### src/rtl/sdm_pkg.sv
// Shared Q15 sample type and constants for the sigma-delta signal chain.
package sdm_pkg;

  typedef logic signed [15:0] q15_t;

  localparam q15_t Q15_HALF      = q15_t'(16384);
  localparam q15_t Q15_QUARTER   = q15_t'(8192);
  localparam q15_t Q15_MINUS_ONE = q15_t'(-32768);

endpackage

### src/rtl/avg_filter_ring.sv
// N-deep circular sample history; presents the entry about to be overwritten.
module avg_filter_ring #(
  parameter int DATA_W = 16,
  parameter int LOG2_N = 2
) (
  input  logic                     clk,
  input  logic                     rst_n,
  input  logic                     ce,
  input  logic signed [DATA_W-1:0] data_in,
  output logic signed [DATA_W-1:0] oldest
);

  localparam int unsigned N = 1 << LOG2_N;

  logic signed [DATA_W-1:0] mem [N];
  logic        [LOG2_N-1:0] wp;

  assign oldest = mem[wp];

  // Pointer is exactly LOG2_N bits wide, so the increment wraps N-1 -> 0 for free.
  always_ff @(posedge clk or negedge rst_n) begin
    if (!rst_n) begin
      wp <= '0;
      for (int unsigned i = 0; i < N; i++) mem[i] <= '0;
    end else if (ce) begin
      mem[wp] <= data_in;
      wp      <= wp + 1'b1;
    end
  end

endmodule

### src/rtl/avg_filter.sv
// Boxcar moving average over the last 2**LOG2_N accepted signed samples.
module avg_filter
  import sdm_pkg::*;
#(
  parameter int DATA_W = 16,
  parameter int LOG2_N = 2
) (
  input  logic                     clk,
  input  logic                     rst_n,
  input  logic                     ce,
  input  logic signed [DATA_W-1:0] data_in,
  output logic signed [DATA_W-1:0] avg,
  output logic                     rdy
);

  localparam int ACC_W = DATA_W + LOG2_N;
  localparam int N     = 1 << LOG2_N;
  localparam logic [LOG2_N:0] FILL_MAX  = (LOG2_N + 1)'(N);
  localparam logic [LOG2_N:0] FILL_LAST = (LOG2_N + 1)'(N - 1);

  logic signed [DATA_W-1:0] oldest;
  logic signed [ACC_W-1:0]  sum;
  logic signed [ACC_W-1:0]  sum_next;
  logic signed [ACC_W-1:0]  in_ext;
  logic signed [ACC_W-1:0]  old_ext;
  logic signed [ACC_W-1:0]  avg_wide;
  logic        [LOG2_N:0]   fill;

  avg_filter_ring #(
    .DATA_W (DATA_W),
    .LOG2_N (LOG2_N)
  ) u_ring (
    .clk     (clk),
    .rst_n   (rst_n),
    .ce      (ce),
    .data_in (data_in),
    .oldest  (oldest)
  );

  // History resets to zero, so the "oldest" term is naturally 0 during warm-up.
  always_comb begin
    in_ext   = {{LOG2_N{data_in[DATA_W-1]}}, data_in};
    old_ext  = {{LOG2_N{oldest[DATA_W-1]}}, oldest};
    sum_next = sum + in_ext - old_ext;
    avg_wide = sum_next >>> LOG2_N;
  end

  always_ff @(posedge clk or negedge rst_n) begin
    if (!rst_n) begin
      sum  <= '0;
      fill <= '0;
      avg  <= '0;
      rdy  <= 1'b0;
    end else begin
      rdy <= 1'b0;
      if (ce) begin
        sum <= sum_next;
        avg <= avg_wide[DATA_W-1:0];
        rdy <= (fill >= FILL_LAST);
        if (fill != FILL_MAX) fill <= fill + 1'b1;
      end
    end
  end

endmodule

### config.mk
export PLATFORM = sky130hd
export DESIGN_NAME = avg_filter
export DESIGN_NICKNAME = d
export VERILOG_FILES = /design/src/rtl/sdm_pkg.sv /design/src/rtl/avg_filter_ring.sv /design/src/rtl/avg_filter.sv
export SDC_FILE = /design/constraint.sdc
export NUM_CORES = 1
export LEC_CHECK = 0
export ABC_AREA = 1
export CAP_MARGIN = 20
export CELL_PAD_IN_SITES_DETAIL_PLACEMENT = 0
export CELL_PAD_IN_SITES_GLOBAL_PLACEMENT = 1
export CORE_MARGIN = 1.5
export CORE_UTILIZATION = 40
export CTS_BUF_LIST = sky130_fd_sc_hd__clkbuf_16
export CTS_CLUSTER_DIAMETER = 200
export DETAILED_ROUTE_END_ITERATION = 8
export PLACE_DENSITY_LB_ADDON = 0.1
export SYNTH_ARGS = -nofsm -noshare
export SYNTH_HDL_FRONTEND = slang
export SYNTH_SLANG_ARGS = --single-unit
### constraint.sdc
create_clock -name clk -period 3 [get_ports clk]
set_input_delay 0.6 -clock clk [delete_from_list [all_inputs] [get_ports clk]]
set_output_delay 0.6 -clock clk [all_outputs]
set_load 0.1 [all_outputs]
Word-level counts from Yosys, hierarchy flattened
Cells that the tools add are included.
{"block": "classes", "addsub": 4, "n_lt_le_gt_ge": 3, "eq_ne": 1, "muxes": 7, "bitwise": 1, "reduce_logical": 2}
{"op": "$bwmux 64", "n": 1}
{"op": "$mux 16", "n": 3}
{"op": "$bmux 16 s2", "n": 1}
{"op": "$demux 16 s2", "n": 1}
{"op": "$add 18x16->18", "n": 1}
{"op": "$sub 18x16->18", "n": 1}
{"op": "$add 3x1->3 const B", "n": 1}
{"op": "$ge 3x2->1 const B", "n": 1}
{"op": "$ge 3x3->1 const B", "n": 1}
{"op": "$lt 3x1->1 const B", "n": 1}
{"op": "$ne 3x3->1 const B", "n": 1}
{"op": "$not 2->3", "n": 1}
{"op": "$add 2x1->2 const B", "n": 1}
{"op": "$reduce_and 2->1", "n": 1}
{"op": "$logic_and 1x1->1", "n": 1}
{"op": "$mux 1", "n": 1}
{"block": "word_totals", "register_bits": 104, "output_inout_bits": 17, "elab_cells": 27}

Depth between registers and ports, before layout
{"block": "depth", "ltp_word": 6, "mapped_depth": 19, "depth_no_buf": 17}

Cells and area by module
From an unflattened synthesis, not the netlist that was laid out.
{"block": "unflattened", "hier_cells": 789, "area_unflattened_um2": 6030.8}
{"mod": "avg_filter_ring", "n_inst": 1, "cells_each": 422, "area_each_um2": 3485.8, "seq_area_each_um2": 1651.6}
{"mod": "avg_filter", "n_inst": 1, "cells_each": 367, "area_each_um2": 2544.9, "seq_area_each_um2": 550.5}

Least setup slack after synthesis
OpenSTA, ideal clock, no wires.
{"block": "synth_timing", "path_type": "reg2reg", "startpoint": "reg u_ring.wp[0]", "endpoint": "reg avg[14]", "t_arrival_ps": 2534, "t_required_ps": 2883, "path_slack_ps": 348, "stages_incl_launch_ff": 17, "period_less_slack_ps": 2652, "path_cell_list": "dfrtp_1 -> buf_2 -> inv_1 -> buf_2 -> o21ai_0 -> o22ai_1 -> fa_1 -> inv_1 -> fa_1 -> nand3_1 -> nand2_1 -> nand2_1 -> nand2_1 -> nand2_1 -> nand3b_1 -> nand3_1 -> nand2_1"}
{"block": "synth_via", "elab_chain_cells": 5}
{"element": "start, declared", "line": "avg_filter_ring.sv:16", "rtl": "logic [LOG2_N-1:0] wp;"}
{"element": "start signal, assigned", "line": "avg_filter_ring.sv:27", "rtl": "wp <= wp + 1'b1;"}
{"element": "$not 2->3 (not written as such)", "line": "avg_filter_ring.sv:18", "rtl": "assign oldest = mem[wp];"}
{"element": "$bmux 16 s2", "line": "avg_filter_ring.sv:18"}
{"element": "$mux 16 (not written as such) (2 in a row)", "line": "avg_filter_ring.sv:18"}
{"element": "$sub 18x16->18", "line": "avg_filter.sv:44", "rtl": "sum_next = sum + in_ext - old_ext;"}
{"element": "end signal, assigned", "line": "avg_filter.sv:58", "rtl": "avg <= avg_wide[DATA_W-1:0];"}
{"element": "end, declared", "line": "avg_filter.sv:12", "rtl": "output logic signed [DATA_W-1:0] avg,"}
Every way passes these cells. The select of a mux whose other input is x is not followed.
A chain may end at the register's enable or synchronous reset.

Final worst setup path
{"block": "layout_timing", "startpoint": "reg u_ring.wp[0]", "endpoint": "reg avg[10]"}
The elaborated chain is that of the path after synthesis.

==> impl_results.rst <==
.. list-table::
   :header-rows: 1

   * - Metric
     - Value
   * - Standard cell core area
     - between 10000 and 15000 sq um
   * - Yosys top cell area share
     - between 40% and 50%
   * - Slew at the pin closest to its max-slew limit
     - between 0.6 and 0.7 ns
   * - Final worst path period share
     - ~93%
   * - YS warnings
     - 0
   * - Initial DRT Pass Iterations
     - 5
   * - Worst setup EP type
     - flip-flop
   * - Port buffer count
     - 35
   * - Horiz. Die Dim
     - 118.0 microns
   * - Total buffers and inverters traversed by the critical path
     - 3
   * - Top cells by area, synth
     - sky130_fd_sc_hd__dfrtp_1, sky130_fd_sc_hd__nand2_1, sky130_fd_sc_hd__o21ai_0, sky130_fd_sc_hd__fa_1, sky130_fd_sc_hd__inv_1
   * - Area of the mapped netlist
     - 5289 sq um
   * - Largest delay share family, worst path
     - adder cells
   * - Detailed-route vias per instance
     - a little under 5
   * - Final critical delay including setup and external delays
     - around 2.8 ns
   * - Area added between synthesis and finish
     - 17.22%
   * - Leading register cell type out of synthesis
     - sky130_fd_sc_hd__dfrtp_1
   * - Normalized max-slew margin
     - between 50% and 60%
   * - Worst r2r path cells
     - 15
   * - Synthesized netlist cell count
     - ~670
   * - Clock transition at the registers of the reported paths
     - about 0.06 ns
   * - Start-to-end type of the worst setup path
     - flip-flop to flip-flop
   * - Average size of a mapped cell
     - 7.917 sq um
   * - Final TNS setup
     - 0 ns
   * - Standard cell with the maximum stage delay on the critical path
     - sky130_fd_sc_hd__fa_1
   * - Final design utilization
     - between 40% and 50%
   * - Height of the die
     - 118.0 microns
   * - Diode count
     - 0
   * - Max-cap viol count
     - 0
   * - Flip-flop and latch count after synthesis
     - 88
   * - Share of layout cells above drive strength 1
     - between 10% and 20%
   * - Number of distinct library cell variants in the gate-level netlist after synthesis
     - 29
   * - Rows
     - between 40 and 50
   * - Number of fill cells in the layout
     - 1270
   * - Post-detailed-placement half-perimeter wirelength
     - 9670 microns
   * - DRC violations left
     - 0
   * - FMAX
     - ~360 MHz
   * - Initial standard-cell utilization of the core
     - about two fifths
   * - Register area
     - around 2200 sq um
   * - Die outline area
     - 13920 sq um
   * - Starting DRC count in detailed routing
     - 333
   * - Final worst clock skew
     - 0.006516 ns
   * - Kind of start point of the critical path
     - flip-flop
   * - Avg WL per Cell
     - 14.66 microns
   * - Number of global-route vias before repair
     - ~4300
   * - Placed Instances
     - approximately 870
   * - Largest area contributor in the synthesized netlist
     - sky130_fd_sc_hd__dfrtp_1
   * - Clock H-tree levels
     - 3
   * - Place WS
     - -0.06698 ns
   * - Register area share after synthesis
     - between 40% and 50%
   * - Unrepaired setup endpoints after global routing
     - no
   * - Outcome
     - finished clean
   * - CP dominant cell by count
     - sky130_fd_sc_hd__nand2_1
   * - Final hold violation count
     - 0
   * - Antenna violations before repair
     - 0
   * - Max-slew violation count
     - 0
   * - Tightest Hold Check Type
     - primary input to async pin
   * - Overall overflow remaining after global route
     - 0
   * - Via count
     - 4326
   * - Post-Synthesis Net Count
     - 730
   * - Maximum buffer depth of the clock tree
     - 2
   * - Worst reg2reg path startpoint
     - u_ring.wp[0]$_DFFE_PN0P_
   * - Boundary pin count
     - 36
   * - Worst Setup Slack, final
     - around 0.21 ns
   * - DRT antenna net count
     - 0
   * - Largest net degree at the start of global routing
     - 47
   * - Share of flip-flops with an asynchronous set or reset after synthesis
     - 100.0%
   * - Clock insertion delay at the later pin of the skew report
     - roughly 0.35 ns
   * - Cells along the critical path
     - buf_4 > o21ai_0 > o22ai_2 > fa_1 > inv_1 > ha_1 > buf_4 > nand3_1 > nand2_2 > nand2_1 > nand2_1 > nand2_1 > nand3b_1 > nand3_1 > nand2_1
   * - Area taken by multi-input logic gates
     - about 2600 sq um
   * - Worst path max stage delay
     - 0.49 ns
   * - Gr usage total
     - approximately a fifth
   * - First-pass GRT wire length
     - around 22000 microns
   * - CTS root buffer
     - sky130_fd_sc_hd__clkbuf_16
   * - Inserted Clock Buffers
     - 9
   * - Depth of the critical timing path with buffers and inverters included
     - 15
   * - Worst flop-to-flop path endpoint
     - avg[10]$_DFFE_PN0P_
   * - Post-route non-filler standard cell count
     - a little under 900
   * - Peak fanout along the critical path
     - 12
   * - Routability congestion estimate from global placement
     - approximately 0.86
   * - Clock tree from TritonCTS
     - yes
   * - Setup violation total in the final timing report
     - 0
   * - Flop2flop setup slack
     - ~0.21 ns
   * - EDFF count, synth
     - 0
   * - Post-CTS Hold Fix Bufs
     - 0
   * - Number of nets in the finished design
     - 774
   * - Worst EP arrival
     - around 3.0 ns
   * - Wire length after detailed routing
     - roughly 13000 microns
   * - Worst path required time
     - roughly 3.2 ns
   * - Total clock sinks
     - 88
## per-layer routing
metal  vias to the layer above  part of all wire, %  global-route usage (%)
met4                         0                  1.3                   5.335
met5                         -                    0                       0
met2                        65                   49                   34.10
li1                       2199                    -                       -
met1                      2049                   47                   27.00
met3                        13                  2.9                   4.506
## registers in the layout, indices dropped and copies added (netlist names)
name / cells
rdy: 1
u_ring.mem: 64
sum: 2
avg: 16
u_ring.wp: 2
fill: 3
## cell usage in the layout (no fill, tap or decap), types with 12 or more instances in the layout
cell / synthesis / layout
sky130_fd_sc_hd__o22ai_1: 14 / 12
sky130_fd_sc_hd__clkdlybuf4s50_1: 0 / 17
sky130_fd_sc_hd__inv_1: 89 / 88
sky130_fd_sc_hd__buf_4: 16 / 56
sky130_fd_sc_hd__nor2_1: 43 / 43
sky130_fd_sc_hd__nand2_1: 172 / 171
sky130_fd_sc_hd__o21ai_0: 105 / 101
sky130_fd_sc_hd__nand3_1: 21 / 21
sky130_fd_sc_hd__a21oi_1: 19 / 18
sky130_fd_sc_hd__dfrtp_1: 88 / 88
sky130_fd_sc_hd__ha_1: 26 / 24
sky130_fd_sc_hd__fa_1: 17 / 17
## kinds of logic after synthesis
group / after synthesis / share of synthesized area (%)
AO/OA/AOI/OAI: 145 / 14.41
XOR/XNOR: 9 / 1.490
adder cells (fa/ha/maj): 43 / 12.59
buffers and inverters: 133 / 10.76
flip-flops: 88 / 41.64
AND/OR/NAND/NOR: 250 / 19.12
## cells in the mapped netlist (2+ instances only)
cell type                  instances
sky130_fd_sc_hd__nand3b_1          5
sky130_fd_sc_hd__a32o_1            2
sky130_fd_sc_hd__buf_2             8
sky130_fd_sc_hd__xnor2_1           4
sky130_fd_sc_hd__clkbuf_1         18
sky130_fd_sc_hd__o21ai_0         105
sky130_fd_sc_hd__nand2_1         172
sky130_fd_sc_hd__buf_4            16
sky130_fd_sc_hd__o21ai_1           2
sky130_fd_sc_hd__dfrtp_1          88
sky130_fd_sc_hd__nor2_1           43
sky130_fd_sc_hd__nand3_1          21
sky130_fd_sc_hd__o22ai_1          14
sky130_fd_sc_hd__fa_1             17
sky130_fd_sc_hd__nor3_1            2
sky130_fd_sc_hd__nand3_2           2
sky130_fd_sc_hd__and2_1            2
sky130_fd_sc_hd__a21oi_1          19
sky130_fd_sc_hd__ha_1             26
sky130_fd_sc_hd__xor2_1            5
sky130_fd_sc_hd__inv_1            89
## worst register-to-register path: stages, from the launching register on
cell and delay [ns]:
sky130_fd_sc_hd__dfrtp_1 0.40, sky130_fd_sc_hd__buf_4 0.19, sky130_fd_sc_hd__o21ai_0 0.22, sky130_fd_sc_hd__o22ai_2 0.13
sky130_fd_sc_hd__fa_1 0.49, sky130_fd_sc_hd__inv_1 0.04, sky130_fd_sc_hd__ha_1 0.34, sky130_fd_sc_hd__buf_4 0.16
sky130_fd_sc_hd__nand3_1 0.09, sky130_fd_sc_hd__nand2_2 0.08, sky130_fd_sc_hd__nand2_1 0.09, sky130_fd_sc_hd__nand2_1 0.10
sky130_fd_sc_hd__nand2_1 0.09, sky130_fd_sc_hd__nand3b_1 0.09, sky130_fd_sc_hd__nand3_1 0.10, sky130_fd_sc_hd__nand2_1 0.06
## what timing repair did
| action | in CTS | in global routing |
|---|---|---|
| buffers inserted | 0 | 0 |
| endpoints found under the setup margin | 0 | 10 |
| gates resized for setup | 0 | 14 |
## worst max-delay path by stage
stage / slack, ns / startpoint / to
floorplan: 0.35 / u_ring.wp[0]$_DFFE_PN0P_ / avg[14]$_DFFE_PN0P_
global placement: -0.04 / data_in[10] / avg[13]$_DFFE_PN0P_
detailed placement: -0.07 / data_in[3] / avg[10]$_DFFE_PN0P_
CTS: 0.14 / u_ring.wp[0]$_DFFE_PN0P_ / avg[5]$_DFFE_PN0P_
global route: 0.003 / u_ring.wp[0]$_DFFE_PN0P_ / avg[10]$_DFFE_PN0P_
finish: 0.21 / u_ring.wp[0]$_DFFE_PN0P_ / avg[10]$_DFFE_PN0P_
## area by class of cell
class                   instances  share of cell area, %
well taps                     172                  3.471
multi-input cells             447                  41.21
clock buffers                   9                  3.633
repair buffers                 75                  10.09
flip-flops and latches         88                  35.52
inverters                      91                  5.510
clock inverters                 6                 0.5651
## through the flow
stage                     hold slack (ns)  area, sq um
after global routing               0.3023         6200
after detailed placement           0.4679         5894
final                              0.2580         6200
after global placement             0.4614         5894
after floorplan                    0.3044         5289
after CTS                          0.2800         6155
Power is not shown: default switching activity piles up to over one toggle a cycle in this logic, so the estimate is an artifact.
